`config.mk`:
```
export PLATFORM = sky130hd
export DESIGN_NAME = sequenciador_andar_flat
export DESIGN_NICKNAME = d
export VERILOG_FILES = /design/src/rtl/sequenciador_andar_pkg.sv /design/src/rtl/sequenciador_andar_if.sv /design/src/rtl/sequenciador_andar_contador_limite.sv /design/src/rtl/sequenciador_andar.sv /design/src/flat_wrapper.sv
export SDC_FILE = /design/constraint.sdc
export NUM_CORES = 1
export LEC_CHECK = 0
export BUFFER_PORTS_ARGS = -buffer_cell sky130_fd_sc_hd__buf_2
export CAP_MARGIN = 20
export CORE_ASPECT_RATIO = 1.1
export CORE_UTILIZATION = 35
export DETAILED_ROUTE_END_ITERATION = 10
export SKIP_CTS_REPAIR_TIMING = 1
export SLEW_MARGIN = 5
export SYNTH_ARGS = -nofsm -noshare
export SYNTH_HDL_FRONTEND = slang
export SYNTH_SLANG_ARGS = --single-unit
```
`constraint.sdc`:
```
create_clock -name clock -period 4.5 [get_ports clock]
set_clock_uncertainty 0.2 [all_clocks]
set_input_delay 0.675 -clock clock [delete_from_list [all_inputs] [get_ports clock]]
set_output_delay 0.675 -clock clock [all_outputs]
set_load 0.01 [all_outputs]
```
`src/rtl/sequenciador_andar_pkg.sv`:
```
// Shared definitions for the floor sequencer: state codes (also decoded by the
// seven-segment debug display), signal widths and a width helper.
package sequenciador_andar_pkg;

    localparam int ANDAR_W  = 2;
    localparam int ESTADO_W = 4;

    localparam logic [ESTADO_W-1:0] EST_INICIAL        = 4'd0;
    localparam logic [ESTADO_W-1:0] EST_DISPARA        = 4'd1;
    localparam logic [ESTADO_W-1:0] EST_AGUARDA_PRONTO = 4'd2;
    localparam logic [ESTADO_W-1:0] EST_ATRASO         = 4'd3;
    localparam logic [ESTADO_W-1:0] EST_AVALIA         = 4'd4;
    localparam logic [ESTADO_W-1:0] EST_FALHA          = 4'd5;
    localparam logic [ESTADO_W-1:0] EST_ESPERA_PERIODO = 4'd6;

    typedef enum logic [ESTADO_W-1:0] {
        INICIAL        = EST_INICIAL,
        DISPARA        = EST_DISPARA,
        AGUARDA_PRONTO = EST_AGUARDA_PRONTO,
        ATRASO         = EST_ATRASO,
        AVALIA         = EST_AVALIA,
        FALHA          = EST_FALHA,
        ESPERA_PERIODO = EST_ESPERA_PERIODO
    } estado_t;

    // Bits needed to hold values 0..m-1, never less than one bit.
    function automatic int largura(input int m);
        return (m > 1) ? $clog2(m) : 1;
    endfunction

endpackage

```
`src/rtl/sequenciador_andar_if.sv`:
```
// Sensor-side handshake plus the results handed to the elevator control unit.
interface sequenciador_andar_if;
    import sequenciador_andar_pkg::*;

    logic                habilitar;
    logic                pronto;
    logic [ANDAR_W-1:0]  andar_medido;
    logic                medir;
    logic [ANDAR_W-1:0]  andar_atual;
    logic                andar_valido;
    logic                mudou_andar;
    logic                erro_sensor;
    logic [ESTADO_W-1:0] db_estado;

    modport slave (
        input  habilitar, pronto, andar_medido,
        output medir, andar_atual, andar_valido, mudou_andar, erro_sensor, db_estado
    );

    modport master (
        output habilitar, pronto, andar_medido,
        input  medir, andar_atual, andar_valido, mudou_andar, erro_sensor, db_estado
    );

endinterface

```
`src/rtl/sequenciador_andar_contador_limite.sv`:
```
// Up-counter over 0..M-1 with synchronous clear and enable. It stops at M-1
// instead of wrapping, and flags that terminal value.
module contador_limite
    import sequenciador_andar_pkg::*;
#(
    parameter int M = 4,
    localparam int W = largura(M)
) (
    input  logic         clock,
    input  logic         reset,
    input  logic         limpar,
    input  logic         habilitar,
    output logic [W-1:0] contagem,
    output logic         fim
);

    localparam logic [W-1:0] ULTIMO = W'(M - 1);

    logic [W-1:0] cnt_r;

    // Count register: clear wins over enable, saturates at the terminal value.
    always_ff @(posedge clock) begin
        if (!reset) begin
            cnt_r <= {W{1'b0}};
        end else if (limpar) begin
            cnt_r <= {W{1'b0}};
        end else if (habilitar && (cnt_r != ULTIMO)) begin
            cnt_r <= cnt_r + W'(1);
        end else begin
            cnt_r <= cnt_r;
        end
    end

    assign contagem = cnt_r;
    assign fim      = (cnt_r == ULTIMO);

endmodule

```
`src/rtl/sequenciador_andar.sv`:
```
// Floor sequencer: triggers periodic ultrasonic measurements, supervises the
// reply with a timeout, and confirms the floor code over several agreeing
// readings before publishing it to the elevator control unit.
module sequenciador_andar
    import sequenciador_andar_pkg::*;
#(
    parameter int PERIODO_MEDIDA = 5_000_000,
    parameter int TIMEOUT        = 2_500_000,
    parameter int ATRASO_AMOSTRA = 2,
    parameter int N_CONFIRMA     = 3,
    parameter int MAX_FALHAS     = 4
) (
    input  logic                 clock,
    input  logic                 reset,
    sequenciador_andar_if.slave  bus
);

    localparam int PW = largura(PERIODO_MEDIDA);
    localparam int TW = largura(TIMEOUT);
    localparam int CW = largura(N_CONFIRMA + 1);
    localparam int FW = largura(MAX_FALHAS + 1);

    localparam logic [CW-1:0] CONTA_MAX  = CW'(N_CONFIRMA);
    localparam logic [FW-1:0] FALHAS_MAX = FW'(MAX_FALHAS);
    // The timeout timer doubles as the sampling-delay timer, so the delay is
    // assumed shorter than the timeout.
    localparam logic [TW-1:0] ATRASO_FIM = TW'((ATRASO_AMOSTRA > 0) ? ATRASO_AMOSTRA - 1 : 0);
    localparam bit            SEM_ATRASO = (ATRASO_AMOSTRA == 0);

    estado_t              estado_r, prox_estado_s;

    logic [PW-1:0]        per_cnt_unused_s;   // only the terminal flag matters
    logic                 per_fim_s, per_clr_s, per_en_s;
    logic [TW-1:0]        tmo_cnt_s;
    logic                 tmo_fim_s, tmo_en_s, tmo_pronto_clr_s, tmo_clr_s;

    logic [ANDAR_W-1:0]   candidato_r, candidato_s;
    logic [CW-1:0]        conta_r, conta_s;
    logic [FW-1:0]        falhas_r, falhas_s;
    logic                 erro_r, erro_s;
    logic                 valido_r, valido_s;
    logic [ANDAR_W-1:0]   atual_r, atual_s;
    logic                 mudou_r, mudou_s;
    logic                 medir_r;

    // Start-to-start period timer.
    contador_limite #(.M(PERIODO_MEDIDA)) u_periodo (
        .clock     (clock),
        .reset     (reset),
        .limpar    (per_clr_s),
        .habilitar (per_en_s),
        .contagem  (per_cnt_unused_s),
        .fim       (per_fim_s)
    );

    // Reply timeout, reused afterwards to time the sampling delay.
    contador_limite #(.M(TIMEOUT)) u_timeout (
        .clock     (clock),
        .reset     (reset),
        .limpar    (tmo_clr_s),
        .habilitar (tmo_en_s),
        .contagem  (tmo_cnt_s),
        .fim       (tmo_fim_s)
    );

    // Next-state, timer control and next values of the floor-tracking registers.
    always_comb begin
        prox_estado_s    = estado_r;
        tmo_en_s         = 1'b0;
        tmo_pronto_clr_s = 1'b0;
        tmo_clr_s        = 1'b0;
        per_en_s         = 1'b0;
        per_clr_s        = 1'b0;
        candidato_s      = candidato_r;
        conta_s          = conta_r;
        falhas_s         = falhas_r;
        erro_s           = erro_r;
        valido_s         = valido_r;
        atual_s          = atual_r;
        mudou_s          = 1'b0;

        case (estado_r)
            INICIAL: begin
                if (bus.habilitar) prox_estado_s = DISPARA;
                else               prox_estado_s = INICIAL;
            end
            DISPARA: begin
                tmo_en_s      = 1'b1;
                prox_estado_s = AGUARDA_PRONTO;
            end
            AGUARDA_PRONTO: begin
                // A reply on the very timeout cycle still counts as success.
                if (bus.pronto) begin
                    tmo_pronto_clr_s = 1'b1;
                    if (SEM_ATRASO) prox_estado_s = AVALIA;
                    else            prox_estado_s = ATRASO;
                end else if (tmo_fim_s) begin
                    prox_estado_s = FALHA;
                end else begin
                    tmo_en_s      = 1'b1;
                    prox_estado_s = AGUARDA_PRONTO;
                end
            end
            ATRASO: begin
                if (tmo_cnt_s == ATRASO_FIM) begin
                    prox_estado_s = AVALIA;
                end else begin
                    tmo_en_s      = 1'b1;
                    prox_estado_s = ATRASO;
                end
            end
            AVALIA: begin
                candidato_s = bus.andar_medido;
                if (bus.andar_medido == candidato_r) begin
                    if (conta_r == CONTA_MAX) conta_s = conta_r;
                    else                      conta_s = conta_r + CW'(1);
                end else begin
                    conta_s = CW'(1);
                end
                falhas_s = FW'(0);
                erro_s   = 1'b0;
                // Publish only on confirmation of a new floor, or when recovering validity.
                if ((conta_s == CONTA_MAX) && (!valido_r || (bus.andar_medido != atual_r))) begin
                    atual_s  = bus.andar_medido;
                    valido_s = 1'b1;
                    mudou_s  = 1'b1;
                end else begin
                    atual_s  = atual_r;
                    valido_s = valido_r;
                    mudou_s  = 1'b0;
                end
                prox_estado_s = ESPERA_PERIODO;
            end
            FALHA: begin
                if (falhas_r == FALHAS_MAX) falhas_s = falhas_r;
                else                        falhas_s = falhas_r + FW'(1);
                if (falhas_s == FALHAS_MAX) begin
                    erro_s   = 1'b1;
                    valido_s = 1'b0;
                    conta_s  = CW'(0);
                end else begin
                    erro_s   = erro_r;
                    valido_s = valido_r;
                    conta_s  = conta_r;
                end
                prox_estado_s = ESPERA_PERIODO;
            end
            ESPERA_PERIODO: begin
                if (per_fim_s) begin
                    if (bus.habilitar) prox_estado_s = DISPARA;
                    else               prox_estado_s = INICIAL;
                end else begin
                    prox_estado_s = ESPERA_PERIODO;
                end
            end
            default: begin
                prox_estado_s = INICIAL;
            end
        endcase

        // Both timers restart as DISPARA is entered, so they read 0 during it.
        per_en_s  = (estado_r != INICIAL);
        per_clr_s = (prox_estado_s == DISPARA);
        tmo_clr_s = tmo_pronto_clr_s | per_clr_s;
    end

    // State register.
    always_ff @(posedge clock) begin
        if (!reset) begin
            estado_r <= INICIAL;
        end else begin
            estado_r <= prox_estado_s;
        end
    end

    // Floor-tracking registers and registered outputs.
    always_ff @(posedge clock) begin
        if (!reset) begin
            candidato_r <= {ANDAR_W{1'b0}};
            conta_r     <= {CW{1'b0}};
            falhas_r    <= {FW{1'b0}};
            erro_r      <= 1'b0;
            valido_r    <= 1'b0;
            atual_r     <= {ANDAR_W{1'b0}};
            mudou_r     <= 1'b0;
            medir_r     <= 1'b0;
        end else begin
            candidato_r <= candidato_s;
            conta_r     <= conta_s;
            falhas_r    <= falhas_s;
            erro_r      <= erro_s;
            valido_r    <= valido_s;
            atual_r     <= atual_s;
            mudou_r     <= mudou_s;
            medir_r     <= (prox_estado_s == DISPARA);
        end
    end

    assign bus.medir        = medir_r;
    assign bus.andar_atual  = atual_r;
    assign bus.andar_valido = valido_r;
    assign bus.mudou_andar  = mudou_r;
    assign bus.erro_sensor  = erro_r;
    assign bus.db_estado    = estado_r;

endmodule

```
`src/flat_wrapper.sv`:
```
// flat-port wrapper written by rule: the top's interface ports become plain ports
module sequenciador_andar_flat import sequenciador_andar_pkg::*;
#(
    parameter int PERIODO_MEDIDA = 5_000_000,
    parameter int TIMEOUT        = 2_500_000,
    parameter int ATRASO_AMOSTRA = 2,
    parameter int N_CONFIRMA     = 3,
    parameter int MAX_FALHAS     = 4
)
  (clock, reset, bus_habilitar, bus_pronto, bus_andar_medido, bus_medir, bus_andar_atual, bus_andar_valido, bus_mudou_andar, bus_erro_sensor, bus_db_estado);
  sequenciador_andar_if bus_i ();
  input  logic clock;
  input  logic reset;
  input wire logic [$bits(bus_i.habilitar)-1:0] bus_habilitar;
  input wire logic [$bits(bus_i.pronto)-1:0] bus_pronto;
  input wire logic [$bits(bus_i.andar_medido)-1:0] bus_andar_medido;
  output wire logic [$bits(bus_i.medir)-1:0] bus_medir;
  output wire logic [$bits(bus_i.andar_atual)-1:0] bus_andar_atual;
  output wire logic [$bits(bus_i.andar_valido)-1:0] bus_andar_valido;
  output wire logic [$bits(bus_i.mudou_andar)-1:0] bus_mudou_andar;
  output wire logic [$bits(bus_i.erro_sensor)-1:0] bus_erro_sensor;
  output wire logic [$bits(bus_i.db_estado)-1:0] bus_db_estado;
  assign bus_i.habilitar = bus_habilitar;
  assign bus_i.pronto = bus_pronto;
  assign bus_i.andar_medido = bus_andar_medido;
  assign bus_medir = bus_i.medir;
  assign bus_andar_atual = bus_i.andar_atual;
  assign bus_andar_valido = bus_i.andar_valido;
  assign bus_mudou_andar = bus_i.mudou_andar;
  assign bus_erro_sensor = bus_i.erro_sensor;
  assign bus_db_estado = bus_i.db_estado;
  sequenciador_andar #(.PERIODO_MEDIDA(PERIODO_MEDIDA), .TIMEOUT(TIMEOUT), .ATRASO_AMOSTRA(ATRASO_AMOSTRA), .N_CONFIRMA(N_CONFIRMA), .MAX_FALHAS(MAX_FALHAS)) u_core (.clock(clock), .reset(reset), .bus(bus_i));
endmodule
```
==> impl_metrics.csv <==
group,metric,value,unit
routing,route.detailed.vias_per_inst,5.281,
finish,antenna-diode-count,0,
timing,fin_tns_setup,0,ps
place,placer_s_final_routability_congestion_estimate,0.8193,
grt,largest_net_degree_at_the_start_of_global_routing,27,
clocking,number_of_clock_sinks_seen_by_cts,61,
yosys,postSynthRegisterBits,61,
finish,post_route_cells_drive_above_1_share,9.630,%
power,comb_power_share,6.6,%
finish,most-common-layout-cells,"61 x sky130_fd_sc_hd__dfxtp_1, 59 x sky130_fd_sc_hd__nor2_1, 33 x sky130_fd_sc_hd__nand2_1",
setup_path,timing.critical_path.buf_inv,0,
floorplanning,design.portCount,16,
timing,worstMarginPinSlew,681.0,ps
yosys,sequential_share_of_the_synthesized_area,38.65,%
clocking,clkLatencyLatePin,340,ps
yosys,synthesis.nets,399,
routing,detail_route.iter0.violations,104,
setup_path,critPathTopFamily,"simple AND/OR/NAND/NOR gates",
routing,routed-via-count,2741,
power,power.static_leakage,0.001189,µW
yosys,postSynthAreaPerCell,8.142,µm²
grt,grt_antenna_before_repair,0,
power,switchingPower,297.4,µW
yosys,synthesized_instance_count,388,
yosys,synth_enable_flop_cells,0,
timing,maxSlewHeadroom,54.33,%
yosys,synth-warning-count,0,
finish,design.final.nets,411,
grt,grt.overflow.total,0,
power,internal_power,885.0,µW
clocking,clkTransAtPathRegs,80,ps
yosys,netlist_area,3159,µm²
clocking,clock_tree.root_cell,"sky130_fd_sc_hd__clkbuf_8",
timing,timing_hold_violations_final,0,
timing,report.final.setup_viol,0,
clocking,tritoncts_clock_tree,"yes",
place,placed_cell_area,3304,µm²
clocking,cts_max_path_buffers,2,
grt,grtUsageTotal,15.80,%
setup_path,timing.critical_path.slowest_cell_delay,760,ps
routing,firstDrtPassIters,4,
setup_path,path_cells,"and4b_1, nand4_1, o211ai_2, or2_1, or4_1, o21ai_0",
yosys,flip_flop_cell_with_the_highest_count_after_synthesis,"sky130_fd_sc_hd__dfxtp_1",
finish,fin_util,39.99,%
power,clock_power_share,46.2,%
place,place.port_buffers,14,
setup_path,crit_path_required_time,4560,ps
clocking,htree_num_levels,3,
power,power.switching_fraction,25.15,%
floorplanning,fp.coreArea,8828,µm²
power,power.sequential.fraction,47.2,%
setup_path,crit_path_top_delay_cell,"sky130_fd_sc_hd__dfxtp_1",
yosys,synth_async_sr_flop_share,0,%
routing,avgRoutedWirePerCell,13.14,µm
timing,finalMaxSlewViolations,0,
clocking,number_of_buffers_added_by_the_clock_tree_synthesis_step,9,
timing,fin_ws,1794,ps
floorplanning,die-width,92.59,µm
worst_hold_path,min-delay-start,"u_core.falhas_r[1]",
setup_path,regToRegStartpoint,"u_core.bus.db_estado[0]",
routing,drtAntennaViolNets,0,
power,power_density,334.9,nW/µm²
power,report.power.total,1182,µW
routing,route.final.wire_length,6821,µm
timing,final.min_clock_period,2706,ps
routing,route.detailed.drc,0,
timing,timing.final.crit_share,60.13,%
setup_path,critical_path.startpoint,"u_core.bus.db_estado[0]",
floorplanning,fp.dieH,101.6,µm
yosys,post-synth-top-area-cell,"sky130_fd_sc_hd__dfxtp_1",
yosys,synth_cell_types,55,
floorplanning,die_area,9411,µm²
grt,grt_pass1_vias,2441,
yosys,synth_largest_type_area_fraction,38.65,%
floorplanning,initial_utilization,35.79,%
worst_hold_path,timing.hold.worst.class,"flip-flop to flip-flop",
grt,global_route_wire_length_before_repair,11750,µm
flow_run,max-cap-violations,0,
place,place_ws,1493,ps
floorplanning,rows,36,
place,hpwlAfterDp,4708,µm
finish,most_common_library_cell_in_the_layout_ignoring_fill_and_taps,"sky130_fd_sc_hd__dfxtp_1",
status,status,"finished, final reports clean",
finish,cell_area_after_layout,3531,µm²
timing,setup_repair_after_global_routing_missed_its_margin,"no",
timing,fmax,369.6,MHz
setup_path,worst-endpoint-arrival,2770,ps
setup_path,cp-start-kind,"flip-flop",
finish,area_added_between_synthesis_and_finish,11.76,%
setup_path,worst-setup-path-type,"flip-flop to flip-flop",
yosys,synth_area_leaders,"sky130_fd_sc_hd__dfxtp_1 39%, sky130_fd_sc_hd__nor2_1 7.0%, sky130_fd_sc_hd__xnor2_1 6.1%, sky130_fd_sc_hd__xor2_1 5.0%, sky130_fd_sc_hd__nand3_1 4.0%",
power,peakVddDrop,0.0001432,V
setup_path,setup.worst_path.end_class,"flip-flop",
setup_path,crit_path_max_fanout,20,
==> layout make-up <==
cell class                      count  area [µm²]
Clock buffer                        9       123.9
Clock inverter                      7       97.59
Fill cell                         908        5298
Inverter                           14       52.55
Multi-Input combinational cell    298        1810
Sequential cell                    61        1221
Tap cell                          114       142.6
Timing Repair Buffer               16       82.58
==> per-stage QoR <==
step	hold slack (ps)	cells
after floorplan	248.6	388
after global placement	259.3	502
after detailed placement	266.7	502
after CTS	277.2	518
after global routing	311.2	519
final	277.6	519
==> cells in the mapped netlist, drive strengths merged, types with 3 or more instances <==
library cell	number
or4	4
a211oi	9
xnor2	22
and2	4
buf	7
nor2	59
clkbuf	8
nor3	9
nor4b	3
or3	6
nor4	8
dfxtp	61
xor2	18
o21ai	11
a21oi	19
nand2	33
nand4	20
inv	14
nand3	25
a21o	3
and3	6
mux2i	5
ha	5
==> routing by layer <==
metal,wire [µm],track usage (%),vias to the layer above
met5,0,0,-
met1,3339,20.76,1311
met3,190,4.054,8
li1,-,-,1391
met4,82,6.731,0
met2,3207,24.56,31
==> power by group through the flow <==
stage          clock network, µW  registers (µW)  logic, µW
2_1_floorplan                  0             564       66.4
3_3_place_gp                   0             571       77.3
3_5_place_dp                   0             571       77.8
4_1_cts                      565             558       78.3
5_1_grt                      593             560       88.6
6_report                     546             558       78.1
==> cells by family after synthesis <==
logic type                 share of synthesized area [%]
AOI/OAI and AO/OA                                  12.00
xor gates and xnor gates                           11.09
adders and majority gates                          1.980
buffers and inverters                              4.040
DFF                                                38.65
muxes                                              1.584
other                                             0.1187
and+or+nand+nor                                    30.54
==> worst reg2reg max path, cell delays in order, from the launching register on <==
cell                       delay, ps
sky130_fd_sc_hd__dfxtp_1         760
sky130_fd_sc_hd__and4b_1         280
sky130_fd_sc_hd__nand4_1         130
sky130_fd_sc_hd__o211ai_2        100
sky130_fd_sc_hd__or2_1           490
sky130_fd_sc_hd__or4_1           590
sky130_fd_sc_hd__o21ai_0          80
==> flip-flops by register name (all words and copies together) (netlist names) <==
signal and flops:
u_core.bus.erro_sensor 1, u_core.candidato_r 2, u_core.bus.andar_atual 2, u_core.conta_r 2
u_core.bus.andar_valido 1, u_core.bus.medir 1, u_core.bus.db_estado 3, u_core.falhas_r 3
u_core.bus.mudou_andar 1, u_core.u_timeout.contagem 22, u_core.u_periodo.contagem 23
==> final timing paths <==
path                                        end  cells past startpoint  slack, ps
hold reg to reg              u_core.falhas_r[1]                      2        280
setup reg to reg  u_core.u_timeout.contagem[18]                      6       1790
setup / recovery  u_core.u_timeout.contagem[18]                      6       1790
hold / removal               u_core.falhas_r[1]                      2        280
(Power assumes the default switching activity.)
